--- src/rtl/uart_frame_arbiter.sv ---
// uart_frame_arbiter
// Shares one byte-wide UART transmitter between two fixed-length frame
// requesters (A = clock sync, B = status/debug). Grants one requester per
// frame, round-robin, serialises the latched frame low byte first, and then
// holds an idle gap before the next grant.
//
// Transmitter handshake: a byte is offered only while tx_busy is low, by a
// single-cycle tx_send strobe with tx_data stable in that cycle. The
// transmitter acknowledges by raising tx_busy; the byte counts as sent when
// tx_busy falls again. If tx_busy never rises within BUSY_TIMEOUT cycles the
// frame is aborted with an err pulse and its requester competes again.
module uart_frame_arbiter #(
   parameter int N_BYTES      = 7,
   parameter int GAP_CYCLES   = 16,
   parameter int BUSY_TIMEOUT = 4
) (
   input  logic                   clk,
   input  logic                   reset,
   input  logic                   req_a,
   input  logic [8*N_BYTES-1:0]   frame_a,
   input  logic                   req_b,
   input  logic [8*N_BYTES-1:0]   frame_b,
   input  logic                   tx_busy,
   output logic [7:0]             tx_data,
   output logic                   tx_send,
   output logic [1:0]             grant,
   output logic                   done_a,
   output logic                   done_b,
   output logic                   err,
   output logic                   active
);

   localparam int FW  = 8 * N_BYTES;
   localparam int BCW = (N_BYTES > 1) ? $clog2(N_BYTES) : 1;
   localparam int TCW = (BUSY_TIMEOUT > 1) ? $clog2(BUSY_TIMEOUT) : 1;
   localparam int GCW = (GAP_CYCLES > 1) ? $clog2(GAP_CYCLES) : 1;

   localparam logic [BCW-1:0] BYTE_LAST = BCW'(N_BYTES - 1);
   localparam logic [TCW-1:0] TO_LAST   = TCW'((BUSY_TIMEOUT > 0) ? BUSY_TIMEOUT - 1 : 0);
   localparam logic [GCW-1:0] GAP_LAST  = GCW'((GAP_CYCLES > 0) ? GAP_CYCLES - 1 : 0);

   // last_served encoding: which requester owned the previous frame
   localparam logic SEL_A = 1'b0;
   localparam logic SEL_B = 1'b1;

   typedef enum logic [2:0] {
      IDLE      = 3'd0,
      SEND      = 3'd1,
      WAIT_BUSY = 3'd2,
      WAIT_DONE = 3'd3,
      GAP       = 3'd4
   } state_t;

   state_t          state, state_n;
   logic [FW-1:0]   shift, shift_n;
   logic [BCW-1:0]  byte_cnt, byte_cnt_n;
   logic [TCW-1:0]  to_cnt, to_cnt_n;
   logic [GCW-1:0]  gap_cnt, gap_cnt_n;
   logic            last_served, last_n;

   logic [7:0]      tx_data_n;
   logic            tx_send_n;
   logic [1:0]      grant_n;
   logic            done_a_n;
   logic            done_b_n;
   logic            err_n;
   logic            active_n;

   logic            pick_a;
   logic            gap_over;

   // A wins when alone, or on a tie when B owned the previous frame
   assign pick_a   = req_a && (!req_b || (last_served == SEL_B));
   // a zero gap still spends the one GAP cycle and returns on the next edge
   assign gap_over = (GAP_CYCLES == 0) || (gap_cnt == GAP_LAST);

   // State, datapath and all outputs are registered; reset abandons any frame
   always_ff @(posedge clk or posedge reset) begin
      if (reset) begin
         state       <= IDLE;
         shift       <= '0;
         byte_cnt    <= '0;
         to_cnt      <= '0;
         gap_cnt     <= '0;
         last_served <= SEL_B;
         tx_data     <= 8'h00;
         tx_send     <= 1'b0;
         grant       <= 2'b00;
         done_a      <= 1'b0;
         done_b      <= 1'b0;
         err         <= 1'b0;
         active      <= 1'b0;
      end else begin
         state       <= state_n;
         shift       <= shift_n;
         byte_cnt    <= byte_cnt_n;
         to_cnt      <= to_cnt_n;
         gap_cnt     <= gap_cnt_n;
         last_served <= last_n;
         tx_data     <= tx_data_n;
         tx_send     <= tx_send_n;
         grant       <= grant_n;
         done_a      <= done_a_n;
         done_b      <= done_b_n;
         err         <= err_n;
         active      <= active_n;
      end
   end

   // Next-state and next-output logic; pulses default low, data holds
   always_comb begin
      state_n    = state;
      shift_n    = shift;
      byte_cnt_n = byte_cnt;
      to_cnt_n   = to_cnt;
      gap_cnt_n  = gap_cnt;
      last_n     = last_served;
      tx_data_n  = tx_data;
      tx_send_n  = 1'b0;
      grant_n    = grant;
      done_a_n   = 1'b0;
      done_b_n   = 1'b0;
      err_n      = 1'b0;

      case (state)
         IDLE: begin
            if (req_a || req_b) begin
               // the frame is captured here; later input changes are ignored
               if (pick_a) begin
                  shift_n = frame_a;
                  grant_n = 2'b01;
               end else begin
                  shift_n = frame_b;
                  grant_n = 2'b10;
               end
               byte_cnt_n = '0;
               state_n    = SEND;
            end
         end

         SEND: begin
            if (!tx_busy) begin
               tx_data_n = shift[7:0];
               tx_send_n = 1'b1;
               to_cnt_n  = '0;
               state_n   = WAIT_BUSY;
            end
         end

         WAIT_BUSY: begin
            if (tx_busy) begin
               state_n = WAIT_DONE;
            end else if (to_cnt == TO_LAST) begin
               // transmitter never acknowledged: abort without a done pulse
               err_n     = 1'b1;
               grant_n   = 2'b00;
               last_n    = grant[1] ? SEL_B : SEL_A;
               gap_cnt_n = '0;
               state_n   = GAP;
            end else begin
               to_cnt_n = to_cnt + 1'b1;
            end
         end

         WAIT_DONE: begin
            if (!tx_busy) begin
               shift_n = shift >> 8;
               if (byte_cnt == BYTE_LAST) begin
                  byte_cnt_n = '0;
                  done_a_n   = grant[0];
                  done_b_n   = grant[1];
                  grant_n    = 2'b00;
                  last_n     = grant[1] ? SEL_B : SEL_A;
                  gap_cnt_n  = '0;
                  state_n    = GAP;
               end else begin
                  byte_cnt_n = byte_cnt + 1'b1;
                  state_n    = SEND;
               end
            end
         end

         GAP: begin
            if (gap_over) begin
               gap_cnt_n = '0;
               state_n   = IDLE;
            end else begin
               gap_cnt_n = gap_cnt + 1'b1;
            end
         end

         default: begin
            grant_n = 2'b00;
            state_n = IDLE;
         end
      endcase

      active_n = (state_n != IDLE);
   end

   // Structural invariants of the output interface
   a_grant_onehot: assert property (@(posedge clk) disable iff (reset) $onehot0(grant));
   a_send_owned:   assert property (@(posedge clk) disable iff (reset) tx_send |-> (grant != 2'b00));
   a_send_single:  assert property (@(posedge clk) disable iff (reset) tx_send |=> !tx_send);

endmodule
--- config.mk ---
export PLATFORM = sky130hd
export DESIGN_NAME = uart_frame_arbiter
export DESIGN_NICKNAME = d
export VERILOG_FILES = /design/src/rtl/uart_frame_arbiter.sv
export SDC_FILE = /design/constraint.sdc
export NUM_CORES = 1
export LEC_CHECK = 0
export ABC_CLOCK_PERIOD_IN_PS = 2800
export CORE_MARGIN = 10
export CORE_UTILIZATION = 48
export CTS_CLUSTER_DIAMETER = 50
export DETAILED_ROUTE_END_ITERATION = 8
export GPL_ROUTABILITY_DRIVEN = 0
export PLACE_DENSITY = 0.79
export SLEW_MARGIN = 20
export SYNTH_ARGS = -nofsm -noshare
export SYNTH_HDL_FRONTEND = slang
export SYNTH_SLANG_ARGS = --single-unit
--- constraint.sdc ---
create_clock -name clk -period 2.8 [get_ports clk]
set_input_delay 0.28 -clock clk [delete_from_list [all_inputs] [get_ports clk]]
set_output_delay 0.28 -clock clk [all_outputs]
set_load 0.01 [all_outputs]
---- After elaboration in Yosys (flattened, before gate mapping) ----
Cells that the tools add are included.
cells by class
  bitwise operators ....................... 2
  equality and inequality tests ........... 14
  reduce and logical (&&, ||, !) cells .... 17
  mux-type cells .......................... 50
  add/subtract/negate cells ............... 3
operators by type and width
  cell                                            count
  two-way mux 56 bit                              3
  case mux 56 bit (2 select lines)                1
  two-way mux 3 bit                               10
  two-way mux 4 bit                               5
  two-way mux 2 bit                               9
  two-way mux 1 bit                               16
  case mux 3 bit (5 select lines)                 1
  != test 2 bit (second input constant)           7
  case mux 4 bit (3 select lines)                 1
  AND reduction 5 bit                             2
  case mux 2 bit (4 select lines)                 1
  == test 3 x 2 -> 1 bit (second input constant)  2
  == test 3 bit (second input constant)           2
  case mux 3 bit (2 select lines)                 1
  AND reduction 6 bit                             1
  nonzero test 2 bit                              3
  nonzero test 3 bit                              2
  adder 4 x 1 -> 4 bit (second input constant)    1
  == test 4 bit (second input constant)           1
  case mux 2 bit (2 select lines)                 1
  AND reduction 4 bit                             1
  adder 3 x 1 -> 3 bit (second input constant)    1
  == test 3 x 1 -> 1 bit (second input constant)  1
  zero test 3 bit                                 1
  other kinds (10)                                12
storage, ports and cells
  register bits ........................... 84
  input port bits ......................... 117

---- Logic depth before layout (Yosys ltp) ----
  word-level depth ........................ 6
  mapped depth ............................ 7

---- Least setup slack after synthesis ----
OpenSTA, ideal clock, no wires.
  kind .................................... register -> register
  start point ............................. register state[2]
  end point ............................... register tx_data[0]
  stages on the path, launching flop included .. 4
  arrival ................................. 1419 ps
  slack ................................... 1256 ps
  required time ........................... 2675 ps
  cells stage by stage .................... dfrtp_1 buf_2 nor4b_4 mux2_2
on the way
  cells in the longest elaborated chain, start to end .. 2
RTL lines
  element                               line  source
  start: declaration                    54    state_t state, state_n;
  start signal: assignment              94    state <= state_n;
  == test 3 x 1 -> 1 bit                125   case (state)
  AND reduction 2 bit (no source line)  --
  end signal: assignment                100   tx_data <= tx_data_n;
  end: declaration                      24    output logic [7:0] tx_data,
No other way between the ends.
A chain may end at the register's enable or synchronous reset.

---- Final worst setup path ----
  start point ............................. register state[2]
  end point ............................... register shift[36]
on the way
  cells in the longest elaborated chain, start to end .. 3
  elaborated cells between the ends (all ways) .. 7
  classes of those cells .................. 3 x eq/ne; 1 x mux; 3 x reduce/logical
RTL lines
  element                                                                      line  source
  == test 3 x 2 -> 1 bit / zero test 3 bit (equally long branches)             125
  != test 2 bit (no source line) / nonzero test 2 bit (equally long branches)  --
  AND reduction 3 bit (no source line)                                         --
  end signal: assignment                                                       95    shift <= shift_n;
  end: declaration                                                             55    logic [FW-1:0] shift, shift_n;
Parallel ways exist; a longest one is shown, timed or not.

==> key figures <==
Timing
  • RSZ-0062 raised after global routing: no
  • Final Hold Vio Count: 0
  • Clk_skew: 12.2 ps
  • Tmin final: 2290 ps
  • Final WS setup: 510 ps
  • Slew headroom: 51.5%
  • Final slew viol count: 0
  • Final setup fails: 0
  • Slew @ Worst Pin: 726 ps
  • Max Clock Freq: 437 MHz
  • Fin crit share: 81.8%
  • Sum Neg Setup Slack: 0 ps

Power
  • Static leakage: 2.67 nW
  • Tot Pwr: 5.51 mW
  • VDD IR max: 0.492 mV
  • Cell Pwr Density: 908 nW/µm²

Synthesis
  • Main synth FF type: dfrtp_1
  • Post-synth ARST share: 100%
  • Top post-synthesis cells by area: dfrtp_1, o31ai_1, nand2_1, a21oi_1, o21ai_0
  • Synth warnings: 0
  • Post-Synth Simple-Gate Area: 19.1%
  • Fraction of the mapped netlist area in adder cells: 0.555%
  • Cell variety after synth: 42
  • Yosys top cell area share: 46.0%
  • Post-synthesis mux area share: 4.74%
  • Synth Net Count: 652
  • Synth Area in XOR/XNOR: 0%
  • Largest family of logic cells by synthesized area: compound AO/OA/AOI/OAI gates
  • Count leader, synth: nand2_1
  • Area leader, netlist: dfrtp_1
  • Complex-gate fraction of the synthesized area: 23.8%
  • EDFF count, synth: 0
  • Top post-synthesis cells by count: nand2_1, dfrtp_1, nor2_1
  • Sequential share of the synthesized area: 46.6%
  • Synth Instances: 533
  • Syn Std Cell Area: 4510 µm²
  • Synthesized flop and latch total: 84
  • Post-Syn Area per Cell: 8.46 µm²

Clock tree
  • Cts bufs inserted: 9
  • Worst-skew pair later-pin latency: 360 ps
  • Root buffer cell: clkbuf_8
  • Clk slew on worst S/H paths: 90 ps
  • Total number of H-tree levels: 3
  • Clock tree buffer depth: 2
  • CTS tree: yes
  • Number of setup buffers added after CTS: 0
  • Clk sink count: 84
  • CTS resizes: 0
  • CTS Hold Bufs: 0

Die
  • Cell row count: 35
  • Die X: 117 µm
  • Core ar.: 9200 µm²
  • Die height: 117 µm
  • IO Pins: 132
  • Die area: 13700 µm²
  • Starting density of the core: 49.1%

Detailed routing
  • Drt wl/cell: 16.9 µm
  • Total wire length: 12.7 mm
  • Vias: 4197
  • Post-route ant nets: 0
  • Iter 0 DRT Violations: 284
  • Via density: 5.58
  • DR DRC count: 0
  • DRT Pass-1 Iters: 7

Placed design
  • Place WS: 519 ps
  • Port-buffer cells: 131
  • Cell area after placement: 5840 µm²
  • DP HPWL: 9.17 mm
  • Placed cells: 736

Setup path
  • Crit path DAT: 2520 ps
  • Crit-path cells: nand3b_4 -> buf_4 -> o21ai_0 -> a21oi_1 -> o31ai_1
  • Setup CP Type: register to register
  • CP max FO: 70
  • CP max-delay cell: dfrtp_1
  • Critical Path Max Stage Delay: 590 ps
  • Setup crit start kind: register
  • Data required, critical path: 3030 ps
  • Crit. End Element: register

Global route
  • Gr usage total: 18.5%
  • Initial antenna violation count: 0
  • Vias in the first global route: 4166
  • First-pass GRT wire length: 20.4 mm
  • Gr ovfl total: 0
  • Pin count of the biggest net entering global routing: 114

Finish
  • Antenna diodes: 0
  • Share of cells above drive strength 1: 7.49%
  • Layout area overhead: 34.4%
  • Finished layout cell area: 6070 µm²
  • Cell Count, Final, Fillers Out: 752
  • Final #Nets: 755

Run status
  • Outcome: complete, no violations

Hold path
  • Hold Path Class: input pin to async pin

Job
  • Max Cap Viol: 0
[layer usage]
| layer | up-vias | routed length (µm) | GRT usage, % |
|---|---|---|---|
| li1 | 2051 | - | - |
| met1 | 1969 | 5500 | 23.6 |
| met2 | 158 | 5970 | 29.4 |
| met3 | 19 | 990 | 4.94 |
| met4 | 0 | 250 | 7.00 |
| met5 | - | 0 | 0 |
[final cells by class]
| cell class | count | area, µm² |
|---|---|---|
| Fill cell | 766 | 3130 |
| Multi-Input combinational cell | 396 | 2190 |
| Sequential cell | 84 | 2100 |
| Timing Repair Buffer | 138 | 1380 |
| Tap cell | 111 | 139 |
| Clock buffer | 10 | 138 |
| Clock inverter | 6 | 87.6 |
| Inverter | 7 | 27.5 |
[placed cells by master (no fill, tap or decap), types with 6 or more instances in the layout]
master / netlist / layout
mux2i_1: 9 / 9
o31ai_1: 56 / 56
mux2_2: 10 / 10
clkdlybuf4s50_1: 0 / 130
clkbuf_8: 0 / 10
o21ai_0: 47 / 47
dfrtp_1: 83 / 83
a21oi_1: 55 / 55
nor2_1: 57 / 57
o21ai_1: 10 / 10
inv_1: 7 / 6
nand2_1: 110 / 110
[power breakdown]
part	internal (mW)	switching [mW]	leakage (nW)
sequential	1.74	0.350	1.05
combinational	1.07	1.37	1.50
clock	0.527	0.445	0.116
total	3.34	2.17	2.67
[stage by stage]
step / hold slack, ps / util [%]
after global routing: 417 / 66.0
after CTS: 369 / 66.0
after detailed placement: 465 / 63.5
final: 343 / 66.0
after floorplan: 443 / -
after global placement: 454 / 63.5
[flip-flops by register name, indices dropped and copies added (netlist names), 2 cells and up]
signal and flops:
shift 56, tx_data 8, gap_cnt 4, byte_cnt 3, state 3, grant 2
to_cnt 2
[worst max-delay path, delay by kind of cell (launching register included)]
kind | cells | cell delay [ps]
AND/OR/NAND/NOR | 1 | 410
AO/OA/AOI/OAI | 3 | 530
flip-flops | 1 | 590
buffers and inverters | 1 | 580
[final timing paths]
| kind | start | to | slack (ps) | cells after the start |
|---|---|---|---|---|
| hold / removal | reset | tx_data[5] | 340 | 2 |
| hold reg to reg | shift[8] | shift[8] | 480 | 2 |
| min in group clk | shift[8] | shift[8] | 480 | 2 |
| setup reg to reg | state[2] | shift[36] | 510 | 5 |
| setup / recovery | state[2] | shift[36] | 510 | 5 |
| max in group asynchronous | reset | shift[42] | 1780 | 3 |
[kinds of logic after synthesis]
kind of cell,count (synthesis)
adders and majority gates,2
DFF,84
AOI/OAI and AO/OA,178
and+or+nand+nor,196
muxes,20
buffers and inverters,53
Note: power is estimated with default switching activity, not from simulation.
